## src/rtl/cpu_core_pkg.sv

```systemverilog
// Shared constants and helpers for the reduced 4-bit CPU core harness.
package cpu_core_pkg;

    localparam logic [11:0] INC_X        = 12'hEE0;
    localparam logic [11:0] HALT         = 12'hFF8;
    localparam logic [3:0]  INT_PAGE     = 4'h1;
    localparam int          INSTR_STAGES = 5;
    localparam int          INT_STAGES   = 12;

    // Highest set request bit wins; bit n maps to vector n+1.
    function automatic logic [3:0] prio_vector(input logic [14:0] req);
        logic [3:0] v;
        v = '0;
        for (int i = 0; i < 15; i++) begin
            if (req[i]) v = 4'(i + 1);
        end
        return v;
    endfunction

endpackage

```

## src/rtl/interrupt_sequencer.sv

```systemverilog
// Instruction/interrupt sequencer: stage counter, HALT state, interrupt sampling
// and vector latch. Datapath and RAM live in the top.
module interrupt_sequencer
    import cpu_core_pkg::*;
(
    input  logic        clk_i,
    input  logic        rst_ni,
    input  logic [11:0] instr_i,
    input  logic        int_en_i,
    input  logic [14:0] req_i,
    output logic [3:0]  stage_o,
    output logic        perf_o,
    output logic        halted_o,
    output logic [3:0]  vec_o,
    output logic        instr_done_o,
    output logic        int_done_o
);

    localparam logic [1:0] ST_EXEC = 2'd0;
    localparam logic [1:0] ST_INT  = 2'd1;
    localparam logic [1:0] ST_HALT = 2'd2;

    logic [1:0] mode_q, mode_d;
    logic [3:0] stage_q, stage_d;
    logic [3:0] vec_q, vec_d;
    logic       take;

    assign take         = int_en_i && (|req_i);
    assign instr_done_o = (mode_q == ST_EXEC) && (stage_q == 4'(INSTR_STAGES - 1));
    assign int_done_o   = (mode_q == ST_INT) && (stage_q == 4'(INT_STAGES - 1));

    always_comb begin
        mode_d  = mode_q;
        stage_d = stage_q;
        vec_d   = vec_q;
        case (mode_q)
            ST_HALT: begin
                // The wake edge doubles as the sampling edge.
                if (take) begin
                    mode_d  = ST_INT;
                    stage_d = '0;
                    vec_d   = prio_vector(req_i);
                end
            end
            ST_INT: begin
                if (int_done_o) begin
                    mode_d  = ST_EXEC;
                    stage_d = '0;
                end else begin
                    stage_d = stage_q + 4'd1;
                end
            end
            default: begin
                if (instr_done_o) begin
                    stage_d = '0;
                    if (take) begin
                        mode_d = ST_INT;
                        vec_d  = prio_vector(req_i);
                    end else if (instr_i == HALT) begin
                        mode_d = ST_HALT;
                    end
                end else begin
                    stage_d = stage_q + 4'd1;
                end
            end
        endcase
    end

    always_ff @(posedge clk_i or negedge rst_ni) begin
        if (!rst_ni) begin
            mode_q  <= ST_EXEC;
            stage_q <= '0;
            vec_q   <= '0;
        end else begin
            mode_q  <= mode_d;
            stage_q <= stage_d;
            vec_q   <= vec_d;
        end
    end

    assign stage_o  = stage_q;
    assign perf_o   = (mode_q == ST_INT);
    assign halted_o = (mode_q == ST_HALT);
    assign vec_o    = vec_q;

endmodule

// rtl/cpu_core_my.sv
// Cycle-accurate harness: single-word ROM, architectural registers, 256x4 RAM
// and the interrupt push/vector datapath around the sequencer.
module cpu_core_my
    import cpu_core_pkg::*;
#(
    parameter logic [11:0] INSTR    = 12'hEE0,
    parameter logic [12:0] RESET_PC = 13'h1234,
    parameter logic [11:0] RESET_X  = 12'h000,
    parameter logic [4:0]  RESET_NP = 5'h1F,
    parameter logic [7:0]  RESET_SP = 8'hFF,
    parameter logic        RESET_I  = 1'b1
) (
    input  logic        clk,
    input  logic        reset_n,
    input  logic [14:0] interrupt_req,
    output logic [12:0] pc,
    output logic [11:0] x,
    output logic [7:0]  sp,
    output logic [4:0]  np,
    output logic        interrupt_en,
    output logic        performing_interrupt,
    output logic [3:0]  stage,
    output logic        halted,
    output logic [7:0]  cycle_count,
    input  logic [7:0]  ram_addr,
    output logic [3:0]  ram_rdata
);

    logic [12:0] pc_q, pc_d;
    logic [11:0] x_q, x_d;
    logic [7:0]  sp_q, sp_d;
    logic [4:0]  np_q, np_d;
    logic        ie_q, ie_d;
    logic [7:0]  cyc_q;

    logic [3:0]  seq_stage, seq_vec;
    logic        seq_perf, seq_halted, instr_done, int_done;

    logic        push_en;
    logic [7:0]  push_addr;
    logic [3:0]  push_data;

    // Contents survive reset; only power-up zeroes them.
    logic [3:0]  ram_q [256] = '{default: 4'h0};

    interrupt_sequencer u_seq (
        .clk_i        (clk),
        .rst_ni       (reset_n),
        .instr_i      (INSTR),
        .int_en_i     (ie_q),
        .req_i        (interrupt_req),
        .stage_o      (seq_stage),
        .perf_o       (seq_perf),
        .halted_o     (seq_halted),
        .vec_o        (seq_vec),
        .instr_done_o (instr_done),
        .int_done_o   (int_done)
    );

    // Stages 1..3 push the return address high nibble first, growing down.
    always_comb begin
        push_en   = seq_perf && (seq_stage >= 4'd1) && (seq_stage <= 4'd3);
        push_addr = sp_q - {4'h0, seq_stage};
        case (seq_stage)
            4'd1:    push_data = pc_q[11:8];
            4'd2:    push_data = pc_q[7:4];
            default: push_data = pc_q[3:0];
        endcase
    end

    always_ff @(posedge clk) begin
        if (push_en) ram_q[push_addr] <= push_data;
    end

    always_comb begin
        pc_d = pc_q;
        x_d  = x_q;
        sp_d = sp_q;
        np_d = np_q;
        ie_d = ie_q;
        if (instr_done) begin
            pc_d = {pc_q[12:8], pc_q[7:0] + 8'd1};
            if (INSTR == INC_X) x_d = x_q + 12'd1;
        end
        if (seq_perf && seq_stage == 4'd3) begin
            sp_d = sp_q - 8'd3;
            ie_d = 1'b0;
        end
        if (int_done) begin
            pc_d = {pc_q[12], INT_PAGE, 4'h0, seq_vec};
            np_d = {pc_q[12], INT_PAGE};
        end
    end

    always_ff @(posedge clk or negedge reset_n) begin
        if (!reset_n) begin
            pc_q  <= RESET_PC;
            x_q   <= RESET_X;
            sp_q  <= RESET_SP;
            np_q  <= RESET_NP;
            ie_q  <= RESET_I;
            cyc_q <= '0;
        end else begin
            pc_q  <= pc_d;
            x_q   <= x_d;
            sp_q  <= sp_d;
            np_q  <= np_d;
            ie_q  <= ie_d;
            cyc_q <= cyc_q + 8'd1;
        end
    end

    assign pc                   = pc_q;
    assign x                    = x_q;
    assign sp                   = sp_q;
    assign np                   = np_q;
    assign interrupt_en         = ie_q;
    assign performing_interrupt = seq_perf;
    assign stage                = seq_stage;
    assign halted               = seq_halted;
    assign cycle_count          = cyc_q;
    assign ram_rdata            = ram_q[ram_addr];

endmodule

```

## config.mk

```make
export PLATFORM = sky130hd
export DESIGN_NAME = cpu_core_my
export DESIGN_NICKNAME = d
export VERILOG_FILES = /design/src/rtl/cpu_core_pkg.sv /design/src/rtl/interrupt_sequencer.sv /design/src/rtl/cpu_core_my.sv
export SDC_FILE = /design/constraint.sdc
export NUM_CORES = 1
export LEC_CHECK = 0
export ABC_AREA = 1
export BUFFER_PORTS_ARGS = -buffer_cell sky130_fd_sc_hd__buf_2
export CORE_MARGIN = 10
export CORE_UTILIZATION = 42
export CTS_BUF_LIST = sky130_fd_sc_hd__clkbuf_4 sky130_fd_sc_hd__clkbuf_8 sky130_fd_sc_hd__clkbuf_16
export CTS_CLUSTER_DIAMETER = 60
export DETAILED_ROUTE_END_ITERATION = 8
export GPL_ROUTABILITY_DRIVEN = 0
export PLACE_DENSITY = 0.56
export SLEW_MARGIN = 0
export SYNTH_ARGS = -nofsm -noshare
export SYNTH_HDL_FRONTEND = slang
export SYNTH_SLANG_ARGS = --single-unit
```

## constraint.sdc

```tcl
create_clock -name clk -period 22.2 [get_ports clk]
set_clock_uncertainty 0.05 [all_clocks]
set_input_delay 3.33 -clock clk [delete_from_list [all_inputs] [get_ports clk]]
set_output_delay 3.33 -clock clk [all_outputs]
set_load 0.02 [all_outputs]
```

==> metrics list, run 1 <==
- Synthesis produced 3970 cells.
- Area overhead of the layout relative to synthesis: 11.0%
* Class of the tightest hold or removal check: flip-flop to flip-flop
- CTS tree: done
- In the global route stage, overall resource usage came out at 19.6%.
* Area fraction in and, or, nand and nor cells after synthesis: 24.6%
- By instance count, the cell type seen most on the critical path is sky130_fd_sc_hd__nand3_1.
- Initial drt markers: 3259
* Most frequent standard cell in the layout excluding fill and tap cells: sky130_fd_sc_hd__nand2_1
- Period Utilization, post-route: 52.3%
- For this design the top-level I/O count stands at 82.
- Setup slack closes at 10590 ps.
* Die area: 121000 µm²
- Mux cell area share after synthesis: 0%
- WL final: 121 mm
* Number of cells on the worst reg-to-reg path: 10
- Counting flops with a built-in enable in the synthesized netlist gives 1024.
- On the worst path, the slowest cell contributes a delay of 990 ps.
* Pin count of the biggest net entering global routing: 216
* Number of endpoints with negative hold slack in the final report: 0
* Number of nets in the layout: 3973
- Instance count on the critical path: 16
* Total via count in the routed design: 29700
- Number of sinks on the clock net: 1072
- The initial utilization of the core area, before any placement, comes to 42.3%.
* Maximum clock frequency: 86.2 MHz
- The endpoint identified for the worst register-to-register timing path is ram_q[251][1].
* Count of H-tree levels built during CTS: 3
* PnR Total Power: 4.20 mW
- Dividing the detail-routed wire length by the instance count gives 22.4 µm.
- By area, the combinational part of the netlist is dominated by simple AND/OR/NAND/NOR gates.
- Buffers inserted during clock tree synthesis total 112.
- Max Root-Sink Buffers: 3
- VDD sags by at most 0.0000617 V.
- Synthesized-area fraction occupied by adder cells: 0.377%
- After synthesis, the share of flip-flops with an asynchronous set or reset is 4.48%.
* Count of instances resized after the clock tree is built: 0
- Critical path endpoint category: output port
* Synth Area in Compound Gates: 0.391%
* Most frequent cells in the layout: sky130_fd_sc_hd__nand2_1 (1154), sky130_fd_sc_hd__edfxtp_1 (1024), sky130_fd_sc_hd__nand3_1 (1005)
- Placed wire-length estimate after detailed placement: 65.8 mm
* Cell variety after synth: 46
- Number of buffers added to fix hold violations after cts: 0
* Port Buf Inserts: 75
- Xor and xnor area share after synthesis: 0.709%
- In the routed layout, each cell is associated on average with a via count of 5.47.
- Transition time at the pin with the least slew margin: 1200 ps
- During synthesis, Yosys emitted a total of 0 warnings.
- The run finished with clean final reports.
- For the worst setup path, the data arrival time is 8230 ps.
- Fin crit period: 11610 ps
- Power spread over the standard cell area amounts to 83.7 nW/µm².
- Core region area: 107000 µm²
- FF+latch count, synth: 1072
- Row generation in the floorplan step produced 120 rows.
* Mean post-synth cell area: 11.4 µm²
- Setup repair after global routing left no endpoint under its margin.
* Sequential fraction of the synthesis area: 70.8%
- Endpoint required time on the critical path: 18820 ps
* Depth of the worst hold-timing path: 1
* Buffers plus inverters on the worst setup path: 6
* Number of buffers inserted by post-CTS setup repair: 0
- CP Max Fanout: 173
- In the synthesized netlist the dominant register cell turns out to be sky130_fd_sc_hd__edfxtp_1.
- The post-route netlist has 9.91% of its cells at a drive strength greater than 1.
* Final antenna-violating net count: 0
- Number of antenna violations at the first check in global routing: 2
- Max capacitance violation total: 0
- P_leak: 17.5 nW
* Dominant delay contributor by cell family on the critical path: buffers and inverters
- Number of design rule violations left after detail routing: 0
* Worst Setup Slack post-DPL: 10560 ps
- After synthesis the cells add up to 45200 µm².
- Worst slew margin: 20.0%
- Kind of start point of the critical path: input port
* Slew Limit Fails: 0
- Setup total negative slack on the finished layout was measured at 0 ps.
- Die outline height: 348 µm
- The number of global-route vias before repair came to 29400.
* First-pass detailed-route iteration total: 6
* Reg-to-Reg Start: u_seq.stage_o[0]
- In this run the register-to-register setup slack is 17960 ps.
- Clk slew on worst S/H paths: 60 ps
- The largest individual stage delay along the critical path comes from the cell sky130_fd_sc_hd__buf_4.
- Worst min-delay path startpoint: x[11]
- After global routing the overflow that remains totals 0.
- Classification of the worst setup path: input port to output port
* Critical-path cell list: buf_8, inv_8, buf_4, buf_4, buf_4, nand2_1, nand3_1, nand3_1, nand3_1, nand3_1, nand2_1, nand2_1, nand3_1, nand3_1, nand2_1, buf_2
- The first global-routing pass estimated 183 mm of wire.
- DIE WIDTH: 348 µm
- Final setup viols: 0
* Endpoint of the worst hold-timing path: x[11]
- Root buffer cell: sky130_fd_sc_hd__clkbuf_16
- At the later pin of the worst-skew pair, clock insertion delay measures 670 ps.
## kinds of logic after synthesis
kind of cell / Yosys count
other cells: 2
flops: 1072
fa+ha+maj: 13
simple gates: 2498
compound gates: 28
xor+xnor: 28
buf+inv: 329
## cell usage after synthesis (2+ instances only)
library cell / instances / area share, %
sky130_fd_sc_hd__inv_4: 2 / 0.028
sky130_fd_sc_hd__o21ai_0: 10 / 0.11
sky130_fd_sc_hd__nor4_1: 2 / 0.028
sky130_fd_sc_hd__a31oi_1: 2 / 0.028
sky130_fd_sc_hd__or2_2: 2 / 0.028
sky130_fd_sc_hd__nor3_1: 11 / 0.12
sky130_fd_sc_hd__buf_4: 15 / 0.25
sky130_fd_sc_hd__buf_2: 2 / 0.022
sky130_fd_sc_hd__nand2_1: 1165 / 9.7
sky130_fd_sc_hd__clkbuf_1: 208 / 1.7
sky130_fd_sc_hd__conb_1: 2 / 0.017
sky130_fd_sc_hd__nand4_4: 16 / 0.75
sky130_fd_sc_hd__xor2_4: 4 / 0.24
sky130_fd_sc_hd__ha_1: 12 / 0.33
sky130_fd_sc_hd__dfstp_2: 13 / 0.76
sky130_fd_sc_hd__nor2_2: 50 / 0.69
sky130_fd_sc_hd__buf_1: 30 / 0.25
sky130_fd_sc_hd__o211ai_1: 3 / 0.050
sky130_fd_sc_hd__nand4_1: 3 / 0.042
sky130_fd_sc_hd__xor2_1: 16 / 0.31
sky130_fd_sc_hd__buf_12: 2 / 0.089
sky130_fd_sc_hd__a21oi_1: 9 / 0.10
sky130_fd_sc_hd__dfrtp_1: 35 / 1.9
sky130_fd_sc_hd__edfxtp_1: 1024 / 68
sky130_fd_sc_hd__inv_2: 2 / 0.017
sky130_fd_sc_hd__nand3_1: 1005 / 11
sky130_fd_sc_hd__inv_1: 59 / 0.49
sky130_fd_sc_hd__buf_6: 3 / 0.075
sky130_fd_sc_hd__buf_8: 3 / 0.10
sky130_fd_sc_hd__xnor2_1: 8 / 0.16
sky130_fd_sc_hd__nor2_1: 237 / 2.0
## how the worst max path moves through the flow
stage	end	startpoint	slack, ps
2_1_floorplan	ram_q[0][2]	u_seq.stage_o[0]	9220
3_3_place_gp	ram_rdata[3]	ram_addr[0]	10650
3_5_place_dp	ram_rdata[3]	ram_addr[0]	10560
4_1_cts	ram_rdata[2]	ram_addr[0]	10560
5_1_grt	ram_rdata[3]	ram_addr[0]	10180
6_report	ram_rdata[3]	ram_addr[0]	10590
## worst reg2reg max path: stages (launching register included)
cell and delay (ps):
sky130_fd_sc_hd__dfrtp_1 500, sky130_fd_sc_hd__inv_1 110, sky130_fd_sc_hd__ha_1 200, sky130_fd_sc_hd__nand2_1 200
sky130_fd_sc_hd__inv_1 130, sky130_fd_sc_hd__nor2_1 270, sky130_fd_sc_hd__nand2_1 80, sky130_fd_sc_hd__o211ai_1 90
sky130_fd_sc_hd__buf_4 780, sky130_fd_sc_hd__buf_4 750, sky130_fd_sc_hd__buf_4 690
## metrics by stage
stage	hold WS, ps	area, µm²	instances	util (%)
4_1_cts	421	50200	5430	46.9
5_1_grt	442	50200	5430	46.9
6_report	419	50200	5431	46.9
2_1_floorplan	403	45200	3974	-
3_5_place_dp	402	46600	5224	43.6
3_3_place_gp	403	46600	5224	43.6
## where the power goes
group | leakage [nW] | switching (mW) | internal [mW]
Sequential | 8.84 | 0 | 2.18
Clock | 1.78 | 0.772 | 1.05
Combinational | 6.90 | 0.141 | 0.0527
## flip-flops by register name, summed over array words and instances, names as in the netlist
| register | flops |
|---|---|
| sp | 8 |
| cycle_count | 8 |
| x | 12 |
| pc | 9 |
| u_seq.vec_o | 4 |
| np | 1 |
| ram_q | 1024 |
| interrupt_en | 1 |
| u_seq.stage_o | 4 |
| u_seq.mode_q | 1 |
## layer usage
metal | share of wire (%) | global-route usage, %
met4 | 2.7 | 5.65
met2 | 46 | 30.8
met5 | 0 | 0
met3 | 7.6 | 4.18
met1 | 44 | 27.3
## layout make-up
cell class,instances,area [µm²]
Antenna cell,1,2.50
Fill cell,9785,56700
Sequential cell,1072,32000
Multi-Input combinational cell,2573,11900
Clock inverter,61,430
Timing Repair Buffer,110,698
Tap cell,1403,1760
Clock buffer,145,3140
Inverter,66,302
Power figures use the tool's default switching activity.
==> run 2: changes to the inputs <==
==> constraint.sdc (replaced) <==
create_clock -name clk -period 11.7 [get_ports clk]
set_clock_uncertainty 0.05 [all_clocks]
set_input_delay 1.755 -clock clk [delete_from_list [all_inputs] [get_ports clk]]
set_output_delay 1.755 -clock clk [all_outputs]
set_load 0.02 [all_outputs]
==> run 2 against run 1 <==
Sequential share of layout area down 0.39 points. Hold slack got worse by 0.63 ps. Global-route usage barely moved. Largest power group unchanged. Core utilization rose by 0.29 points. Register-to-register slack got worse by 10000 ps. Via count shrank 0.74%. Non-clock buffer count grew 3. Sequential power increased by 90%. Power up 94%. Worst setup slack worse by 6400 ps. Combinational power up 90%.
==> metrics list, run 2 (synthesis results as in run 1) <==
- The switching share of power was 21.6% (-0.093 points).
- Net switching power: 1.77 mW (+94%)
- The maximum root-to-sink buffer count came to 3 (unchanged).
* Fin crit period: 7480 ps
- Count of H-tree levels built during CTS: 3 (unchanged)
* Critical path endpoint category: output port
- Total placed cells including tap cells: 5227 (+0.057%)
- Status: completed
- The die outline width came to 348 µm (unchanged).
- Dominant delay contributor by cell family on the critical path: buffers and inverters
- The logic depth of the worst register-to-register path was 8 (-2).
- The routed wire length is 121 mm (-0.32%).
* Number of placement rows: 120 (unchanged)
- The flip-flop count of the largest register, all copies and words added is 1024 (unchanged).
* Avg Vias per Cell: 5.42 (-0.94%)
- The number of cells upsized or downsized after cts came to 0 (unchanged).
- Period Utilization, post-route: 63.9%
* Endpoint of the worst-slack reg-to-reg timing path: ram_q[24][0]
* P_leak: 17.7 nW (+0.80%)
* CP arrival: 5670 ps (-2560 ps)
- Endpoint of the worst hold-timing path: x[11]
* Most common cell on crit path: sky130_fd_sc_hd__nand3_1
* Port Buf Inserts: 75 (unchanged)
- Class of the tightest hold or removal check: flip-flop to flip-flop
- The post-CTS setup buffer count is 0 (unchanged).
- The minimum hold slack came to 418 ps (-0.635 ps).
- The initial antenna violation count was 2 (unchanged).
- The number of cells traversed by the worst hold path is 1 (unchanged).
* Initial standard-cell utilization of the core: 42.3% (unchanged)
- Walking the worst path, the cells encountered are buf_8, buf_4, buf_4, nand2_1, nand3_1, nand3_1, nand3_1, nand3_1, nand2_1, nand2_1, nand3_1, nand3_1, nand2_1, buf_2.
- Final antenna-violating net count: 0 (unchanged)
- The maximum number of pins on one net before global-route repair was 225 (+4.2%).
- The root buffer cell chosen for the clock tree is sky130_fd_sc_hd__clkbuf_16.
- The overall power after layout came to 8.16 mW (+94%).
- The cts-stage hold buffer count came to 0 (unchanged).
- Setup repair after global routing left no endpoint under its margin.
- Clock latency on the worst-skew pair: 690 ps (+20 ps)
* Vias in the first global route: 29400 (-0.19%)
- Number of sinks on the clock net: 1072 (unchanged)
* Clk slew on worst S/H paths: 60 ps (about the same)
- The max-capacitance violation count is 0 (unchanged).
- The max-slew violation count was 0 (unchanged).
- Die area: 121000 µm² (unchanged)
* Placed wire-length estimate after detailed placement: 64.9 mm (-1.4%)
- Initial drt markers: 2747 (-16%)
- Worst min-delay path startpoint: x[11]
* Utilization after layout: 47.2% (+0.29 points)
- Power share of the combinational group: 4.5% (about the same)
- Kind of start point of the critical path: input port
- The worst-case headroom to the max-slew limit came to 13.6% (-6.4 points).
* Final setup viols: 0 (unchanged)
- TritonCTS built the clock tree.
* Master of the slowest instance on the critical path: sky130_fd_sc_hd__buf_4
- The area growth from synthesis to layout is 11.7%.
- The top-level port count was 82 (unchanged).
- Core region area: 107000 µm² (unchanged)
- The final global-route overflow total was 0 (unchanged).
- Die outline height: 348 µm (unchanged)
* WL per Instance: 22.2 µm (-0.52%)
- The antenna cell count was 0 (-1).
* Reg-to-Reg Start: sp[0]
* Number of design rule violations left after detail routing: 0 (unchanged)
- The number of hold violations in the final report was 0 (unchanged).
* Cts bufs inserted: 116 (+3.6%)
* Transition time at the pin with the least slew margin: 1300 ps (+96.0 ps)
- The number of iterations in the first detailed-routing pass is 5 (-1).
- Finished Layout Cells: 5442 (+0.20%)
- The part of the power in the clock network came to 44.8% (+1.4 points).
* Most frequent cells in the layout: sky130_fd_sc_hd__nand2_1 (1156), sky130_fd_sc_hd__edfxtp_1 (1024), sky130_fd_sc_hd__nand3_1 (1005)
- The summed negative setup slack over all endpoints is 0 ps (unchanged).
* Reg2reg setup slack: 7830 ps (-10130 ps)
* Power density over the cells: 162 nW/µm² (+93%)
- The largest voltage drop on the vdd net is 0.000114 V (+85%).
* Most frequent standard cell in the layout excluding fill and tap cells: sky130_fd_sc_hd__nand2_1
- Wire length of the first global-routing pass: 182 mm (-0.40%)
- The number of nets in the final layout came to 3980 (+0.18%).
* Share of total power in sequential cells: 50.7% (-1.3 points)
- The maximum net fanout on the critical path came to 90 (-48%).
* Cell-internal power: 6.39 mW (+95%)
* Buffers plus inverters on the worst setup path: 4 (-2)
* Slowest Stage Delay on Critical Path: 840 ps (-150 ps)
* Maximum clock frequency: 134 MHz
* GR Util All Layers: 19.6% (+0.039 points)
* Most flop-heavy register: ram_q
- Proportion of layout cells with a drive suffix above 1: 10.2% (+0.29 points)
- By startpoint and endpoint, the worst setup path is classified as input port to output port.
- The required time of the worst setup path is 9900 ps (-8920 ps).
- Total via count in the routed design: 29500 (-0.74%)
==> run 2: cell count changes in the layout (fill, tap and decap cells not counted), moves of 3 or more <==
| cell | delta |
|---|---|
| sky130_fd_sc_hd__clkbuf_8 | -3 |
| sky130_fd_sc_hd__buf_12 | +3 |
| sky130_fd_sc_hd__clkinv_2 | +4 |
| sky130_fd_sc_hd__clkbuf_16 | +3 |
| sky130_fd_sc_hd__bufinv_16 | +6 |
| sky130_fd_sc_hd__clkbuf_4 | -3 |
| sky130_fd_sc_hd__clkinv_1 | -3 |
==> run 2: metal layers <==
layer	wire length [µm]	share of wire (%)	global-route usage, %
met3	7950	6.6	4.03
met2	56400	47	31.7
met5	27	0.022	0
met4	4070	3.4	6.64
met1	52600	43	26.4
==> run 2: worst max-delay path by stage <==
| stage | start | to | slack, ps | cells past startpoint |
|---|---|---|---|---|
| 2_1_floorplan | u_seq.stage_o[1] | ram_q[0][0] | 2000 | 4 |
| 3_3_place_gp | ram_addr[0] | ram_rdata[1] | 4350 | 14 |
| 3_5_place_dp | ram_addr[0] | ram_rdata[2] | 4370 | 14 |
| 4_1_cts | ram_addr[0] | ram_rdata[2] | 4320 | 14 |
| 5_1_grt | ram_addr[0] | ram_rdata[0] | 3980 | 14 |
| 6_report | ram_addr[0] | ram_rdata[3] | 4220 | 14 |
==> run 2: area by class of cell <==
| class | instances | area (µm²) |
|---|---|---|
| multi-input combinational | 2573 | 11900 |
| inverter | 66 | 302 |
| tap | 1403 | 1760 |
| timing repair buffer | 113 | 758 |
| fill | 9836 | 56400 |
| clock inverter | 73 | 673 |
| sequential | 1072 | 32000 |
| clock buffer | 142 | 3150 |
==> run 2: metrics by stage <==
stage | setup WS, ps | area, µm²
after floorplan | 2000 | 45200
after global placement | 4350 | 46600
after detailed placement | 4370 | 46600
after CTS | 4320 | 50500
after global routing | 3980 | 50500
final | 4220 | 50500
==> run 2: power groups by stage <==
| stage | logic [mW] | registers, mW | clock network (mW) |
|---|---|---|---|
| finish | 0.366 | 4.14 | 3.65 |
| global route | 0.406 | 4.14 | 3.87 |
| CTS | 0.365 | 4.14 | 3.71 |
| detailed placement | 0.364 | 4.22 | 0 |
| global placement | 0.363 | 4.22 | 0 |
| floorplan | 0.246 | 4.22 | 0 |
